<file path="src/rtl/reg_writeback_queue.sv">
// Result FIFO feeding the register file write port, drained one entry per clock.
// Optional forwarding of pending values to decode is enabled by defining REGWB_FORWARD_EN.
module reg_writeback_queue #(
  parameter int DEPTH  = 4,
  parameter int ADDR_W = 5,
  parameter int DATA_W = 32
) (
  input  logic                     clk,
  input  logic                     resetN,
  input  logic                     pushValid,
  input  logic [ADDR_W-1:0]        pushAddr,
  input  logic [DATA_W-1:0]        pushData,
  output logic                     pushReady,
  input  logic                     drainEn,
  output logic [ADDR_W-1:0]        writeAddr,
  output logic [DATA_W-1:0]        writeData,
  output logic                     writeEn,
  input  logic [ADDR_W-1:0]        lookAddr1,
  input  logic [ADDR_W-1:0]        lookAddr2,
  output logic                     lookHit1,
  output logic                     lookHit2,
  output logic [DATA_W-1:0]        lookData1,
  output logic [DATA_W-1:0]        lookData2,
  output logic [$clog2(DEPTH):0]   count
);

  localparam int PTR_W = $clog2(DEPTH);
  localparam int CNT_W = PTR_W + 1;
  localparam logic [CNT_W-1:0] FULL = CNT_W'(DEPTH);

  logic [ADDR_W-1:0] addr_mem [DEPTH];
  logic [DATA_W-1:0] data_mem [DEPTH];
  logic [PTR_W-1:0]  head;
  logic [PTR_W-1:0]  tail;
  logic              occupied;
  logic              pop;
  logic              push_fire;
  logic              push_enq;

  assign occupied  = (count != '0);
  assign pop       = drainEn & occupied;
  assign writeEn   = pop;
  assign writeAddr = occupied ? addr_mem[head] : '0;
  assign writeData = occupied ? data_mem[head] : '0;

  // A pop in the same cycle frees a slot, so a full queue can still accept.
  assign pushReady = (count < FULL) | pop;
  assign push_fire = pushValid & pushReady;
  // $zero is read-only: complete the handshake but drop the entry.
  assign push_enq  = push_fire & (pushAddr != '0);

  always_ff @(posedge clk or negedge resetN) begin
    if (!resetN) begin
      head  <= '0;
      tail  <= '0;
      count <= '0;
    end else begin
      if (push_enq) tail <= tail + PTR_W'(1);
      if (pop)      head <= head + PTR_W'(1);
      count <= count + CNT_W'(push_enq) - CNT_W'(pop);
    end
  end

  // Storage needs no reset; only occupied slots are ever observed.
  always_ff @(posedge clk) begin
    if (push_enq) begin
      addr_mem[tail] <= pushAddr;
      data_mem[tail] <= pushData;
    end
  end

`ifdef REGWB_FORWARD_EN
  generate
    for (genvar gi = 0; gi < 2; gi++) begin : g_fwd
      logic [ADDR_W-1:0] look_addr;
      logic              hit;
      logic [DATA_W-1:0] data;

      assign look_addr = (gi == 0) ? lookAddr1 : lookAddr2;

      // Scan oldest to youngest so the youngest match wins.
      always_comb begin
        hit  = 1'b0;
        data = '0;
        for (int k = 0; k < DEPTH; k++) begin
          if ((CNT_W'(k) < count) && (look_addr != '0) &&
              (addr_mem[head + PTR_W'(k)] == look_addr)) begin
            hit  = 1'b1;
            data = data_mem[head + PTR_W'(k)];
          end
        end
      end
    end
  endgenerate

  assign lookHit1  = g_fwd[0].hit;
  assign lookData1 = g_fwd[0].data;
  assign lookHit2  = g_fwd[1].hit;
  assign lookData2 = g_fwd[1].data;
`else
  logic unused_look;
  assign unused_look = ^{lookAddr1, lookAddr2};
  assign lookHit1  = 1'b0;
  assign lookHit2  = 1'b0;
  assign lookData1 = '0;
  assign lookData2 = '0;
`endif

endmodule
</file>
<file path="config.mk">
export PLATFORM = sky130hd
export DESIGN_NAME = reg_writeback_queue
export DESIGN_NICKNAME = d
export VERILOG_FILES = /design/src/rtl/reg_writeback_queue.sv
export SDC_FILE = /design/constraint.sdc
export NUM_CORES = 1
export LEC_CHECK = 0
export CAP_MARGIN = 20
export CELL_PAD_IN_SITES_DETAIL_PLACEMENT = 0
export CELL_PAD_IN_SITES_GLOBAL_PLACEMENT = 1
export CORE_MARGIN = 2
export CORE_UTILIZATION = 41
export CTS_BUF_LIST = sky130_fd_sc_hd__clkbuf_16
export DETAILED_ROUTE_END_ITERATION = 12
export PLACE_DENSITY = 0.82
export SLEW_MARGIN = 40
export SYNTH_ARGS = -nofsm -noshare
export SYNTH_HDL_FRONTEND = slang
export SYNTH_SLANG_ARGS = --single-unit
export TNS_END_PERCENT = 10
</file>
<file path="constraint.sdc">
create_clock -name clk -period 3.1 [get_ports clk]
set_clock_uncertainty 0.15 [all_clocks]
set_input_delay 0.31 -clock clk [delete_from_list [all_inputs] [get_ports clk]]
set_output_delay 0.31 -clock clk [all_outputs]
set_load 0.02 [all_outputs]
</file>
== Word-level counts from Yosys, hierarchy flattened ==
Memory sizes are Yosys's and may differ from the RTL's.
Cells that the tools add are included.
Storage, ports and cells
  flip-flop bits (word level): 7
  bits in writable memories: 148
  input bits: 51
  word-level logic and storage cells: 20
  memories: 2
Memories
  data_mem: depth 4, bits a word 32, read ports 1, clocked after Yosys merged registers in 0, write ports 1, line 32  | logic [DATA_W-1:0] data_mem [DEPTH];
  addr_mem: depth 4, bits a word 5, read ports 1, clocked after Yosys merged registers in 0, write ports 1, line 31  | logic [ADDR_W-1:0] addr_mem [DEPTH];
Cells by class
  $add $sub $neg: 4
  magnitude comparators: 1
  mux-type cells: 4
  bitwise logic cells: 4
  reduce and logical (&&, ||, !) cells: 2
Operator list (number)
  $mux 32: 1
  $mux 5: 1
  $reduce_bool 5->1: 1
  $add 2x1->2 const B: 2
  $add 3x1->3: 1
  $and 1x1->1: 3
  $lt 3x3->1 const B: 1
  $reduce_bool 3->1: 1
  $sub 3x1->3: 1
  $mux 1: 2
  $or 1x1->1: 1

== Depth between registers and ports, before layout ==
  word-level depth: 7
  gate-level depth with buffers: 9
  depth with buffers taken out: 9

== Least setup slack after synthesis ==
Ideal clock, no wire load.
  kind: register to register
  start: register count[1]
  end: register count[2]
  library setup time: 0.123 ns
  arrival time: 2.255 ns
  data required time: 2.827 ns
  path slack: 0.572 ns
  cell stages (with the launch flop): 9
  buffers on the path: 0
  clock period less this slack: 2.528 ns
  path through: dfrtp_1 > or3_1 > and2_1 > ha_1 > inv_1 > ha_1 > fa_1 > xnor2_1 > xnor2_1
Between the ends
  longest elaborated chain between the ends: 7
RTL lines
  from (decl): line 24  | output logic [$clog2(DEPTH):0] count
  from (signal assigned): line 60  | count <= count + CNT_W'(push_enq) - CNT_W'(pop);
  $reduce_bool 3->1 (*): line 40  | assign occupied = (count != '0);
  $and 1x1->1 (*): line 41  | assign pop = drainEn & occupied;
  via writeEn: line 17  | output logic writeEn,
  $or 1x1->1: line 47  | assign pushReady = (count < FULL) | pop;
  $and 1x1->1: line 48  | assign push_fire = pushValid & pushReady;
  $and 1x1->1: line 50  | assign push_enq = push_fire & (pushAddr != '0);
  $add 3x1->3: line 60
  $sub 3x1->3 (*): line 60
Mark *: on every way through the listed nets, which the timed path passes. The rest lies on a longest branch.
A chain may end at the register's enable or synchronous reset.

== Worst setup path after layout ==
  start: register head[1]
  end: output writeData[31]
Between the ends
  longest elaborated chain between the ends: 2
RTL lines
  from (decl): line 33  | logic [PTR_W-1:0] head;
  from (signal assigned): line 59  | if (pop) head <= head + PTR_W'(1);
  $mem_v2 4x32
  $mux 32: line 44  | assign writeData = occupied ? data_mem[head] : '0;
  to (decl): line 16  | output logic [DATA_W-1:0] writeData,
No other way between the ends.

==> results.cfg <==
[status]
status = finished clean

[layout]
nNetsFinal = 487
final_area_um2 = 7860
diodes = 0
drive_gt1_share_pct = 17.5
synthToLayoutAreaGrowth_pct = 20.8

[timing]
slew-limit-headroom_pct = 59.0
drv_slew = 0
period_share_pct = 93.0
whs_ns = 0.0105
min_period_ns = 2.88
tns_ns = 0
hold_viol_final = 0
fmax_mhz = 347
rsz0062_at_grt = no
setup_violations = 0
tightest_slew_ns = 0.615

[setup_path]
worstPathCellList = buf_12 -> mux4_2 -> and2_1 -> clkdlybuf4s50_1
crit_path_max_fanout = 20
cp_slowest_stage_delay_ns = 0.72
critPathKind = reg -> out
required_ns = 2.64
critPathLaunchType = flop
arrival_ns = 2.42
cp_slowest_cell = dfrtp_2
crit_path_end_kind = output pin

[floorplanning]
start_util_pct = 41.4
core_um2 = 15700
dieArea_um2 = 16900
die_x_um = 130
dieHeight_um = 130
num_rows = 46
boundaryPins = 159

[route]
via_per_inst = 4.53
ant_nets = 0
drt_iter0_markers = 139
routedWlPerCell_um = 16.5
drc = 0
postRouteWirelength_um = 10800
drt_first_pass_iters = 4
vias = 2974

[pwr]
power.leakage_uw = 0.00271
p_per_area_nw_per_um2 = 976
ir_drop_mv = 0.526

[flow_run]
maxCapViolCount = 0

[global_route]
grt_first_pass_wirelength_um = 16300
grt_max_degree = 39
grt-ovfl-total = 0
grt_pass1_vias = 3096
antenna_found_initial = 1
grt_usage_pct = 13.3

[placed_design]
place_hpwl_um = 6490
globalplace.congestion = 0.682
postPlaceCellArea_um2 = 7330
io_buffers = 82

[cts]
cts_root_buf = clkbuf_16
cts.sinks = 155
post_cts_buffers = 0
clkLatencyLatePin_ns = 0.41
cts_hold_buf = 0
cts_max_level = 4
cts_buffers = 17
clockBufferDepth = 2
cts_tree = built
cts_resized = 0
clk_pin_slew_ns = 0.06

[logic_synthesis]
yosysUniqueCellTypes = 20
yosys_warnings = 0
syn_area_um2 = 6510
avgSynthCellArea_um2 = 19.3
synthTopCellsByArea = edfxtp_1, mux4_2, buf_4
synth_largest_area_cell = edfxtp_1
ys_seq_area_share_pct = 71.0
synth.ff_latch_count = 155
synth_top_area_share_pct = 68.3
synthCells = 337

[min_path]
hold_class = in -> async
final timing paths:
check | startpoint | slack (ns) | depth (start not counted) | to
setup / recovery | head[1] | 0.22 | 4 | writeData[31]
min in group clk | pushData[31] | 0.38 | 1 | data_mem[3][31]
hold / removal | resetN | 0.01 | 1 | count[2]
setup reg to reg | count[1] | 0.69 | 8 | count[2]
max in group asynchronous | resetN | 2.53 | 1 | head[0]
hold reg to reg | count[0] | 0.42 | 1 | count[0]
cell usage in the layout (no fill, tap or decap), types with 2 or more instances in the layout:
cell type / synthesis / final
clkbuf_16: 0 / 17
clkdlybuf4s50_1: 0 / 82
or3_1: 2 / 2
ha_1: 6 / 6
clkinv_2: 0 / 4
dfrtp_1: 7 / 5
and2_1: 38 / 38
clkinv_4: 0 / 2
buf_4: 66 / 3
edfxtp_1: 148 / 148
conb_1: 1 / 66
xnor2_1: 4 / 4
inv_1: 6 / 7
and2_4: 0 / 4
dfrtp_2: 0 / 2
clkinvlp_4: 0 / 3
mux4_2: 37 / 37
where the power goes:
part           internal [uW]  total [uW]  switching [uW]
Sequential              2700        2860             154
Combinational           1490        2950            1460
Clock                   1090        1870             782
Total                   5280        7670            2400
stage by stage:
stage	worst slack (ns)	total power, uW	utilization (%)	instances
after floorplan	0.572	4770	-	402
after global placement	0.266	5870	46.6	626
after detailed placement	0.188	5930	46.7	626
after CTS	0.161	7790	50.0	656
after global routing	0.0752	8060	50.0	656
final	0.218	7670	50.0	656
cell type report:
cell class	instances	area, um2
clock buffer	17	425
multi-input combinational	163	1550
fill	1301	7850
timing repair buffer	86	863
sequential	155	4620
tap	216	270
clock inverter	13	106
inverter	6	22.5
kinds of logic after synthesis:
logic type      Yosys count  share of synthesized area (%)
flops                   155                           71.0
buf+inv                  84                           8.98
other cells               1                         0.0576
xor+xnor                  5                          0.673
compound gates            1                          0.327
mux                      38                           13.0
fa+ha+maj                 7                           1.46
simple gates             46                           4.48
critical path, delay by kind of cell (launching register included):
| family | cells | cell delay [ns] |
|---|---|---|
| buffers and inverters | 2 | 0.78 |
| DFF | 1 | 0.72 |
| muxes | 1 | 0.32 |
| and+or+nand+nor | 1 | 0.18 |
routing by layer:
metal  part of all wire [%]  wire length, um  vias to the layer above  GRT usage (%)
met5                   0.15               16                        -              0
met2                     50             5460                      128           22.8
li1                       -                -                     1333              -
met4                    1.2              126                        2           5.31
met1                     42             4550                     1499           16.1
met3                    6.1              656                       12           3.65
cell usage after synthesis, drive strengths merged:
| library cell | instances |
|---|---|
| conb | 1 |
| or3 | 2 |
| xnor2 | 4 |
| inv | 6 |
| nand3 | 1 |
| nand2b | 1 |
| o311a | 1 |
| and2 | 42 |
| mux4 | 37 |
| edfxtp | 148 |
| ha | 6 |
| mux2 | 1 |
| buf | 73 |
| xor2 | 1 |
| dfrtp | 7 |
| clkbuf | 5 |
| fa | 1 |
flip-flops by register name, summed over array words and instances (netlist names):
register,flops
count,3
addr_mem,20
head,2
data_mem,128
tail,2
Note: power is estimated with default switching activity, not from simulation.
